`config.mk`:
```
export PLATFORM = sky130hd
export DESIGN_NAME = hazard_forward_unit
export DESIGN_NICKNAME = d
export VERILOG_FILES = /design/src/rtl/pipe_pkg.sv /design/src/rtl/fwd_select.sv /design/src/rtl/hazard_forward_unit.sv
export SDC_FILE = /design/constraint.sdc
export NUM_CORES = 1
export LEC_CHECK = 0
export ABC_AREA = 1
export CAP_MARGIN = 20
export CORE_MARGIN = 8
export CORE_UTILIZATION = 50
export CTS_CLUSTER_DIAMETER = 60
export CTS_CLUSTER_SIZE = 8
export DETAILED_ROUTE_END_ITERATION = 10
export PLACE_DENSITY = 0.84
export SLEW_MARGIN = 20
export SYNTH_ARGS = -nofsm -noshare
export SYNTH_HDL_FRONTEND = slang
export SYNTH_SLANG_ARGS = --single-unit
```
`constraint.sdc`:
```
create_clock -name clk -period 2.16 [get_ports clk]
set_clock_uncertainty 0.05 [all_clocks]
set_input_delay 0.324 -clock clk [delete_from_list [all_inputs] [get_ports clk]]
set_output_delay 0.324 -clock clk [all_outputs]
set_load 0.02 [all_outputs]
```
`src/rtl/pipe_pkg.sv`:
```
// Shared pipeline types for the hazard/forwarding logic.
//   FWD_*           : select codes for the EX operand forwarding muxes
//   stage_info_t    : per-stage destination tracking record
//   producer_hits() : true when a tracked stage produces the given source
package pipe_pkg;

  localparam logic [1:0] FWD_REG   = 2'b00;
  localparam logic [1:0] FWD_WB    = 2'b01;
  localparam logic [1:0] FWD_EXMEM = 2'b10;

  // Destination fields are stored at a fixed width; narrower register
  // specifiers are zero-extended into it.
  localparam int DEST_BITS = 8;

  typedef struct packed {
    logic                 valid;
    logic [DEST_BITS-1:0] dest;
    logic                 reg_write;
    logic                 mem_read;
  } stage_info_t;

  // $0 is hard-wired, so a write to it never produces a value to forward.
  function automatic logic producer_hits(input stage_info_t stg,
                                         input logic [DEST_BITS-1:0] src);
    return stg.valid && stg.reg_write && (stg.dest != '0) && (stg.dest == src);
  endfunction

endpackage

```
`src/rtl/fwd_select.sv`:
```
// Per-source forwarding priority (pure combinational).
//   src, uses          : source specifier and whether it is actually read
//   ex_stage, mem_stage: shadow records of the instructions in EX and MEM
//   sel                : forwarding select for this source
//   ex_hit             : the EX-stage instruction produces this source
module fwd_select
  import pipe_pkg::*;
(
  input  logic [DEST_BITS-1:0] src,
  input  logic                 uses,
  input  stage_info_t          ex_stage,
  input  stage_info_t          mem_stage,
  output logic [1:0]           sel,
  output logic                 ex_hit
);

  logic mem_hit;

  assign ex_hit  = uses && producer_hits(ex_stage, src);
  assign mem_hit = uses && producer_hits(mem_stage, src);

  // Nearer producer wins.
  always_comb begin
    sel = FWD_REG;
    if (ex_hit) begin
      sel = FWD_EXMEM;
    end else if (mem_hit) begin
      sel = FWD_WB;
    end
  end

endmodule

```
`src/rtl/hazard_forward_unit.sv`:
```
// Forwarding-select and load-use stall generation for the 5-stage pipeline.
//   clk, reset          : pipeline clock, synchronous active-high reset
//   id_*                : fields of the instruction currently leaving ID
//   flush               : taken branch this cycle, ID instruction squashed
//   forward_a/forward_b : registered EX operand mux selects (rs / rt)
//   stall               : combinational load-use hold for PC and IF/ID
//   stall_count         : saturating count of stall cycles
module hazard_forward_unit
  import pipe_pkg::*;
#(
  parameter int REG_BITS = 5,
  parameter int CNT_BITS = 16
) (
  input  logic                clk,
  input  logic                reset,
  input  logic                id_valid,
  input  logic [REG_BITS-1:0] id_rs,
  input  logic [REG_BITS-1:0] id_rt,
  input  logic                id_uses_rs,
  input  logic                id_uses_rt,
  input  logic [REG_BITS-1:0] id_dest,
  input  logic                id_reg_write,
  input  logic                id_mem_read,
  input  logic                flush,
  output logic [1:0]          forward_a,
  output logic [1:0]          forward_b,
  output logic                stall,
  output logic [CNT_BITS-1:0] stall_count
);

  // Only EX and MEM are tracked: the register file resolves same-cycle
  // write/read itself, so a WB record would have no consumer here.
  stage_info_t ex_q, mem_q;

  logic [1:0] sel_a, sel_b;
  logic       ex_hit_a, ex_hit_b;
  logic       issue;

  fwd_select u_sel_rs (
    .src       (DEST_BITS'(id_rs)),
    .uses      (id_uses_rs),
    .ex_stage  (ex_q),
    .mem_stage (mem_q),
    .sel       (sel_a),
    .ex_hit    (ex_hit_a)
  );

  fwd_select u_sel_rt (
    .src       (DEST_BITS'(id_rt)),
    .uses      (id_uses_rt),
    .ex_stage  (ex_q),
    .mem_stage (mem_q),
    .sel       (sel_b),
    .ex_hit    (ex_hit_b)
  );

  // A load in EX cannot forward yet: hold the consumer one cycle so it
  // picks the value up from MEM/WB instead.
  assign stall = id_valid && !flush && ex_q.mem_read && (ex_hit_a || ex_hit_b);
  assign issue = id_valid && !stall && !flush;

  always_ff @(posedge clk) begin
    if (reset) begin
      ex_q      <= '0;
      mem_q     <= '0;
      forward_a <= FWD_REG;
      forward_b <= FWD_REG;
    end else begin
      mem_q           <= ex_q;
      ex_q.valid      <= issue;
      ex_q.dest       <= DEST_BITS'(id_dest);
      ex_q.reg_write  <= id_reg_write;
      ex_q.mem_read   <= id_mem_read;
      forward_a       <= issue ? sel_a : FWD_REG;
      forward_b       <= issue ? sel_b : FWD_REG;
    end
  end

  always_ff @(posedge clk) begin
    if (reset) begin
      stall_count <= '0;
    end else if (stall && (stall_count != '1)) begin
      stall_count <= stall_count + CNT_BITS'(1);
    end
  end

endmodule

```
# Word level (Yosys, flattened, before mapping)

Index checks and enable logic that the tools add are counted.

Latch bits: 0
Memory bits (read-only): 0
Register bits after elaboration: 41
Memories: 0
Word-level logic and storage cells: 50
RAM bits: 0

Magnitude comparators: 0
Equal/unequal tests: 5
Muxes and demuxes: 4
Add/sub/neg operators: 1
Shift-type cells: 0
Reductions and logical operators: 26
Divide/modulo/power cells: 0
Bitwise gates (word level): 1
Multiply operators: 0

Operators with widths:

| cell                  | count |
|---|---|
| $eq 8x5->1            | 4 |
| $logic_and 1x1->1     | 18 |
| $add 16x1->16 const B | 1 |
| $ne 16x16->1 const B  | 1 |
| $reduce_bool 8->1     | 2 |
| $reduce_or 3->1       | 2 |
| $mux 2                | 2 |
| $logic_not 1->1       | 2 |
| $mux 1                | 2 |
| $reduce_or 2->1       | 1 |
| $logic_or 1x1->1      | 1 |
| $not 1->1             | 1 |

# Depth between registers and ports, before layout

Depth after elaboration: 11
Depth in mapped cells: 11
Depth with buffers taken out: 11

# Cells and area by module

From an unflattened synthesis, not the netlist that was laid out.

Cells, all modules: 341
Area total of the unflattened synthesis: 2200.9 µm²

By module, submodules not included:

| module              | instances | seq. area each (µm²) | cells an instance | area each (µm²) |
|---|---|---|---|---|
| hazard_forward_unit | 1         | 720.7                | 227               | 1595.3 |
| fwd_select          | 2         | 0.0                  | 57                | 302.8 |

# Worst setup path before layout

OpenSTA, ideal clock, no wires.

Path type: flip-flop to flip-flop
Start: reg stall_count[1]
End: reg stall_count[13]
Path buffers: 1
Library setup time: 132 ps
Path slack: 451 ps
Data arrival time: 1527 ps
Cell stages (with the launch flop): 8
Clock period less this slack: 1709 ps
Data required time: 1978 ps
Cell sequence: dfxtp_1 ha_1 nand2_1 nor2_4 nand4_4 clkbuf_1 nand4_1 a21oi_1

Word-level cells in the longest chain between the ends: 2
Elaborated cells between the ends (all ways): 3
Classes of those cells: 1 x add/sub; 1 x eq/ne; 1 x reduce/logical

Ends and longest elaborated chain:

| item                                                                  | RTL line                  | RTL |
|---|---|---|
| from (decl)                                                           | hazard_forward_unit.sv:28 | `output logic [CNT_BITS-1:0] stall_count` |
| from (signal assigned)                                                | hazard_forward_unit.sv:83 | `stall_count <= stall_count + CNT_BITS'(1);` |
| parallel branches: the longest is 2 deep, another holds $add 16x1->16 | -                         |  |

Parallel ways; which one is timed is not known.
A chain may end at the register's enable or synchronous reset.

# Worst setup path after layout

Start: in id_rt[3]
End: out stall

Word-level cells in the longest chain between the ends: 5

Ends and longest elaborated chain:

| item              | RTL line                  | RTL |
|---|---|---|
| from (decl)       | hazard_forward_unit.sv:18 | `input logic [REG_BITS-1:0] id_rt,` |
| $eq 8x5->1        | pipe_pkg.sv:25            | `return stg.valid && stg.reg_write && (stg.dest != '0) && (stg.dest == src);` |
| $logic_and 1x1->1 | pipe_pkg.sv:25            |  |
| $logic_and 1x1->1 | fwd_select.sv:19          | `assign ex_hit = uses && producer_hits(ex_stage, src);` |
| $logic_or 1x1->1  | hazard_forward_unit.sv:59 | `assign stall = id_valid && !flush && ex_q.mem_read && (ex_hit_a \|\| ex_hit_b);` |
| $logic_and 1x1->1 | hazard_forward_unit.sv:59 |  |
| to (decl)         | hazard_forward_unit.sv:27 | `output logic stall,` |

Every way passes these cells.

==> Implementation_results.wiki <==
{| class="wikitable"
! Metric !! Value
|-
| Wire length of the first global-routing pass || 8.542 mm
|-
| Post-CTS Setup Bufs || 0
|-
| Clk Tree Root Cell || sky130_fd_sc_hd__clkbuf_8
|-
| Peak Freq || 499.6 MHz
|-
| Flop and latch count out of synthesis || 35
|-
| Antenna violations before repair || 0
|-
| Remaining global-route overflow || 0
|-
| Final Hold Viols || 0
|-
| Register-to-register setup slack || 300 ps
|-
| Clock tree from TritonCTS || done
|-
| Mux contribution to synthesized area || 0
|-
| Fraction of the mapped netlist area in compound gates || 0.07436
|-
| Relative max-transition margin || 0.7996
|-
| Final Non-Filler Cells || 396
|-
| Post-cts resize count || 3
|-
| Total half-perimeter wirelength after legalization and detailed placement || 3.697 mm
|-
| Standard-cell row count || 22
|-
| # nets final || 371
|-
| Cell area after layout || 2610 um2
|-
| Number of search-and-repair iterations in the first detailed-routing pass || 4
|-
| Wire per inst || 12.63 um
|-
| Antenna diodes || 0
|-
| Growth of design area from synthesis to finish || 36.07%
|-
| Simple-gate share of the synthesized area || 0.3862
|-
| Post-DRT Antenna Nets || 0
|-
| Detailed router's first-iteration violation count || 173
|-
| Core outline area || 3689 um2
|-
| Total chip power || 0.001340 W
|-
| Dominant combinational cell family by area after synthesis || simple AND/OR/NAND/NOR gates
|-
| Worst-margin pin slew || 298.8 ps
|-
| Drt via density || 5.184
|-
| Total power divided by cell area || 513.3 nW/um2
|-
| Worst Reg-to-Reg Cells || 8
|-
| Height of the die || 77.94 um
|-
| Bufs on Longest Clock Path || 2
|-
| Timing endpoint of the critical path || stall
|-
| Synthesized area divided by synthesized cell count || 6.730 um2
|-
| Number of instances in the synthesized netlist || 285
|-
| Final setup violation count || 0
|-
| Register clock-pin slew on the reported worst setup and hold paths || 70 ps
|-
| Final Critical Period || 2002 ps
|-
| R2r endpoint || stall_count[1]
|-
| Data arrival time of the critical path || 1630 ps
|-
| RSZ-0062 raised after global routing || no
|-
| Pre-CTS WS || -321.6 ps
|-
| Via count of the first global-routing pass || 1,919
|-
| Hold-fix buffers at CTS || 0
|-
| WS Path Type || input pin to output port
|-
| Crit path setup slack, layout || 158.3 ps
|-
| Total leakage power || 1.132 nW
|-
| Hold WS || 381.5 ps
|-
| Placer congestion estimate || 0.9021
|-
| Post-detailed-routing wire length || 5.000 mm
|-
| Maximum VDD drop || 0.4213 mV
|-
| Share of the cycle needed by the critical path after routing || 0.9267
|-
| Initial Utilization || 0.5200
|-
| H-Tree Level Count || 2
|-
| Critical path required time || 1790 ps
|-
| Start of the worst register-to-register path || stall_count[0]
|-
| Number of inserted filler cells in the final layout || 315
|-
| DRC violations left || 0
|-
| Number of buffers created by CTS || 5
|-
| Cell area after placement || 2512 um2
|-
| Launch point of the critical path || id_rt[3]
|-
| Die Area || 6074 um2
|-
| Status || finished, final reports clean
|-
| Total global routing track utilization || 0.1683
|-
| Total placed cells including tap cells || 388
|-
| Horizontal extent of the die || 77.94 um
|-
| Slew Viols, Final || 0
|-
| Maximum number of pins on one net before global-route repair || 29
|-
| Critical Path Fanout Max || 3
|-
| Via total after detailed routing || 2,053
|-
| Synthesized area || 1918 um2
|-
| Ratio of cells with drive above 1 in the final layout || 0.1178
|-
| Kind of launch point of the worst setup path || input pin
|-
| Nets in the synthesized netlist || 309
|-
| Skew-Pair Late Insertion Delay || 290 ps
|-
| Path class of the lowest-slack min-delay path || register to register
|-
| Critical path endpoint category || output port
|-
| Clock sink total || 35
|-
| Synth Area in XOR/XNOR || 0.05936
|-
| Number of distinct standard cells referenced by the synthesized netlist || 26
|-
| Boundary pin count || 44
|-
| Number of warnings reported in the yosys synthesis log || 0
|-
| Number of maximum-capacitance constraint violations || 0
|-
| Adder-cell area share of the yosys netlist || 0.006523
|-
| Sequential share of the synthesized area || 0.3653
|-
| Count of input and output buffers || 43
|}
layer usage:
layer  share of wire  up-vias  global-route usage
li1                -     1043                   -
met1            0.44      918              0.2092
met2            0.47       83              0.2657
met3           0.068        9             0.04608
met4           0.018        0             0.07407
met5               0        -                   0
state kept, by name (all words and copies together) (netlist names):
signal / count
forward_b: 2
ex_q: 8
forward_a: 2
mem_q: 7
stall_count: 16
worst min-delay path by stage:
stage,end,cells past startpoint,from,slack [ps]
finish,mem_q[1],2,ex_q[1],380
global route,mem_q[1],2,ex_q[1],400
CTS,mem_q[1],2,ex_q[1],380
detailed placement,mem_q[1],2,ex_q[1],370
global placement,mem_q[10],2,ex_q[10],360
floorplan,mem_q[10],2,ex_q[10],350
area by class of cell:
class	count	area [um2]	area share
clock buffer	8	100.1	0.03835
inverter	45	168.9	0.06472
multi-input combinational	198	1010	0.3869
sequential	35	700.7	0.2685
tap	48	60.06	0.02301
timing repair buffer	62	570.5	0.2186
critical path: stages:
cell and delay (ps):
sky130_fd_sc_hd__clkdlybuf4s50_1 480, sky130_fd_sc_hd__inv_1 70, sky130_fd_sc_hd__a21boi_1 150, sky130_fd_sc_hd__nand2_1 70, sky130_fd_sc_hd__nor2_1 110, sky130_fd_sc_hd__nand3_2 110, sky130_fd_sc_hd__nand2_4 70, sky130_fd_sc_hd__nand2_1 60
sky130_fd_sc_hd__inv_1 50, sky130_fd_sc_hd__buf_4 130
cells in the mapped netlist:
cell | instances | area share
sky130_fd_sc_hd__nand4_1 | 23 | 0.075
sky130_fd_sc_hd__nor3_1 | 4 | 0.010
sky130_fd_sc_hd__nand3_4 | 1 | 0.0091
sky130_fd_sc_hd__nor3_2 | 1 | 0.0052
sky130_fd_sc_hd__buf_6 | 1 | 0.0059
sky130_fd_sc_hd__clkbuf_1 | 4 | 0.0078
sky130_fd_sc_hd__a211oi_1 | 2 | 0.0078
sky130_fd_sc_hd__a21boi_1 | 1 | 0.0039
sky130_fd_sc_hd__dfxtp_1 | 35 | 0.37
sky130_fd_sc_hd__nand2_4 | 1 | 0.0059
sky130_fd_sc_hd__buf_4 | 1 | 0.0039
sky130_fd_sc_hd__nand2_1 | 70 | 0.14
sky130_fd_sc_hd__o22ai_1 | 4 | 0.013
sky130_fd_sc_hd__inv_2 | 6 | 0.012
sky130_fd_sc_hd__nand3_2 | 3 | 0.016
sky130_fd_sc_hd__buf_2 | 1 | 0.0026
sky130_fd_sc_hd__nor2_1 | 42 | 0.082
sky130_fd_sc_hd__nand4_4 | 1 | 0.011
sky130_fd_sc_hd__ha_1 | 1 | 0.0065
sky130_fd_sc_hd__nor2_4 | 1 | 0.0059
sky130_fd_sc_hd__a21oi_1 | 14 | 0.037
sky130_fd_sc_hd__xor2_1 | 8 | 0.037
sky130_fd_sc_hd__nand3_1 | 11 | 0.029
sky130_fd_sc_hd__inv_1 | 39 | 0.076
sky130_fd_sc_hd__o21ai_0 | 5 | 0.013
sky130_fd_sc_hd__xnor2_1 | 5 | 0.023
metrics by stage:
stage,setup TNS [ps],util
after floorplan,0,-
after global placement,-293.0,0.6811
after detailed placement,-811.8,0.6811
after CTS,0,0.7086
after global routing,0,0.7076
final,0,0.7076
cell usage in the layout (no fill, tap or decap):
| master | count |
|---|---|
| sky130_fd_sc_hd__a211oi_1 | 2 |
| sky130_fd_sc_hd__a21boi_1 | 1 |
| sky130_fd_sc_hd__a21oi_1 | 14 |
| sky130_fd_sc_hd__buf_4 | 20 |
| sky130_fd_sc_hd__clkbuf_1 | 1 |
| sky130_fd_sc_hd__clkbuf_8 | 7 |
| sky130_fd_sc_hd__clkdlybuf4s50_1 | 42 |
| sky130_fd_sc_hd__dfxtp_1 | 35 |
| sky130_fd_sc_hd__ha_1 | 1 |
| sky130_fd_sc_hd__inv_1 | 39 |
| sky130_fd_sc_hd__inv_2 | 6 |
| sky130_fd_sc_hd__nand2_1 | 70 |
| sky130_fd_sc_hd__nand2_4 | 1 |
| sky130_fd_sc_hd__nand3_1 | 11 |
| sky130_fd_sc_hd__nand3_2 | 3 |
| sky130_fd_sc_hd__nand3_4 | 1 |
| sky130_fd_sc_hd__nand4_1 | 23 |
| sky130_fd_sc_hd__nand4_4 | 1 |
| sky130_fd_sc_hd__nor2_1 | 42 |
| sky130_fd_sc_hd__nor2_4 | 1 |
| sky130_fd_sc_hd__nor3_1 | 4 |
| sky130_fd_sc_hd__nor3_2 | 1 |
| sky130_fd_sc_hd__o21ai_0 | 5 |
| sky130_fd_sc_hd__o22ai_1 | 4 |
| sky130_fd_sc_hd__xnor2_1 | 5 |
| sky130_fd_sc_hd__xor2_1 | 8 |
logic make-up (layout without fill, tap and decap cells):
family | after synthesis | in the layout
AO/OA/AOI/OAI | 26 | 26
buffers and inverters | 52 | 115
adder cells (fa/ha/maj) | 1 | 1
AND/OR/NAND/NOR | 158 | 158
flip-flops | 35 | 35
XOR/XNOR | 13 | 13
report_power, final:
part	switching (W)	internal [W]
registers	0.0000128	0.000658
logic	0.0000685	0.0000808
clock network	0.000229	0.000291
Note: power is estimated with default switching activity, not from simulation.
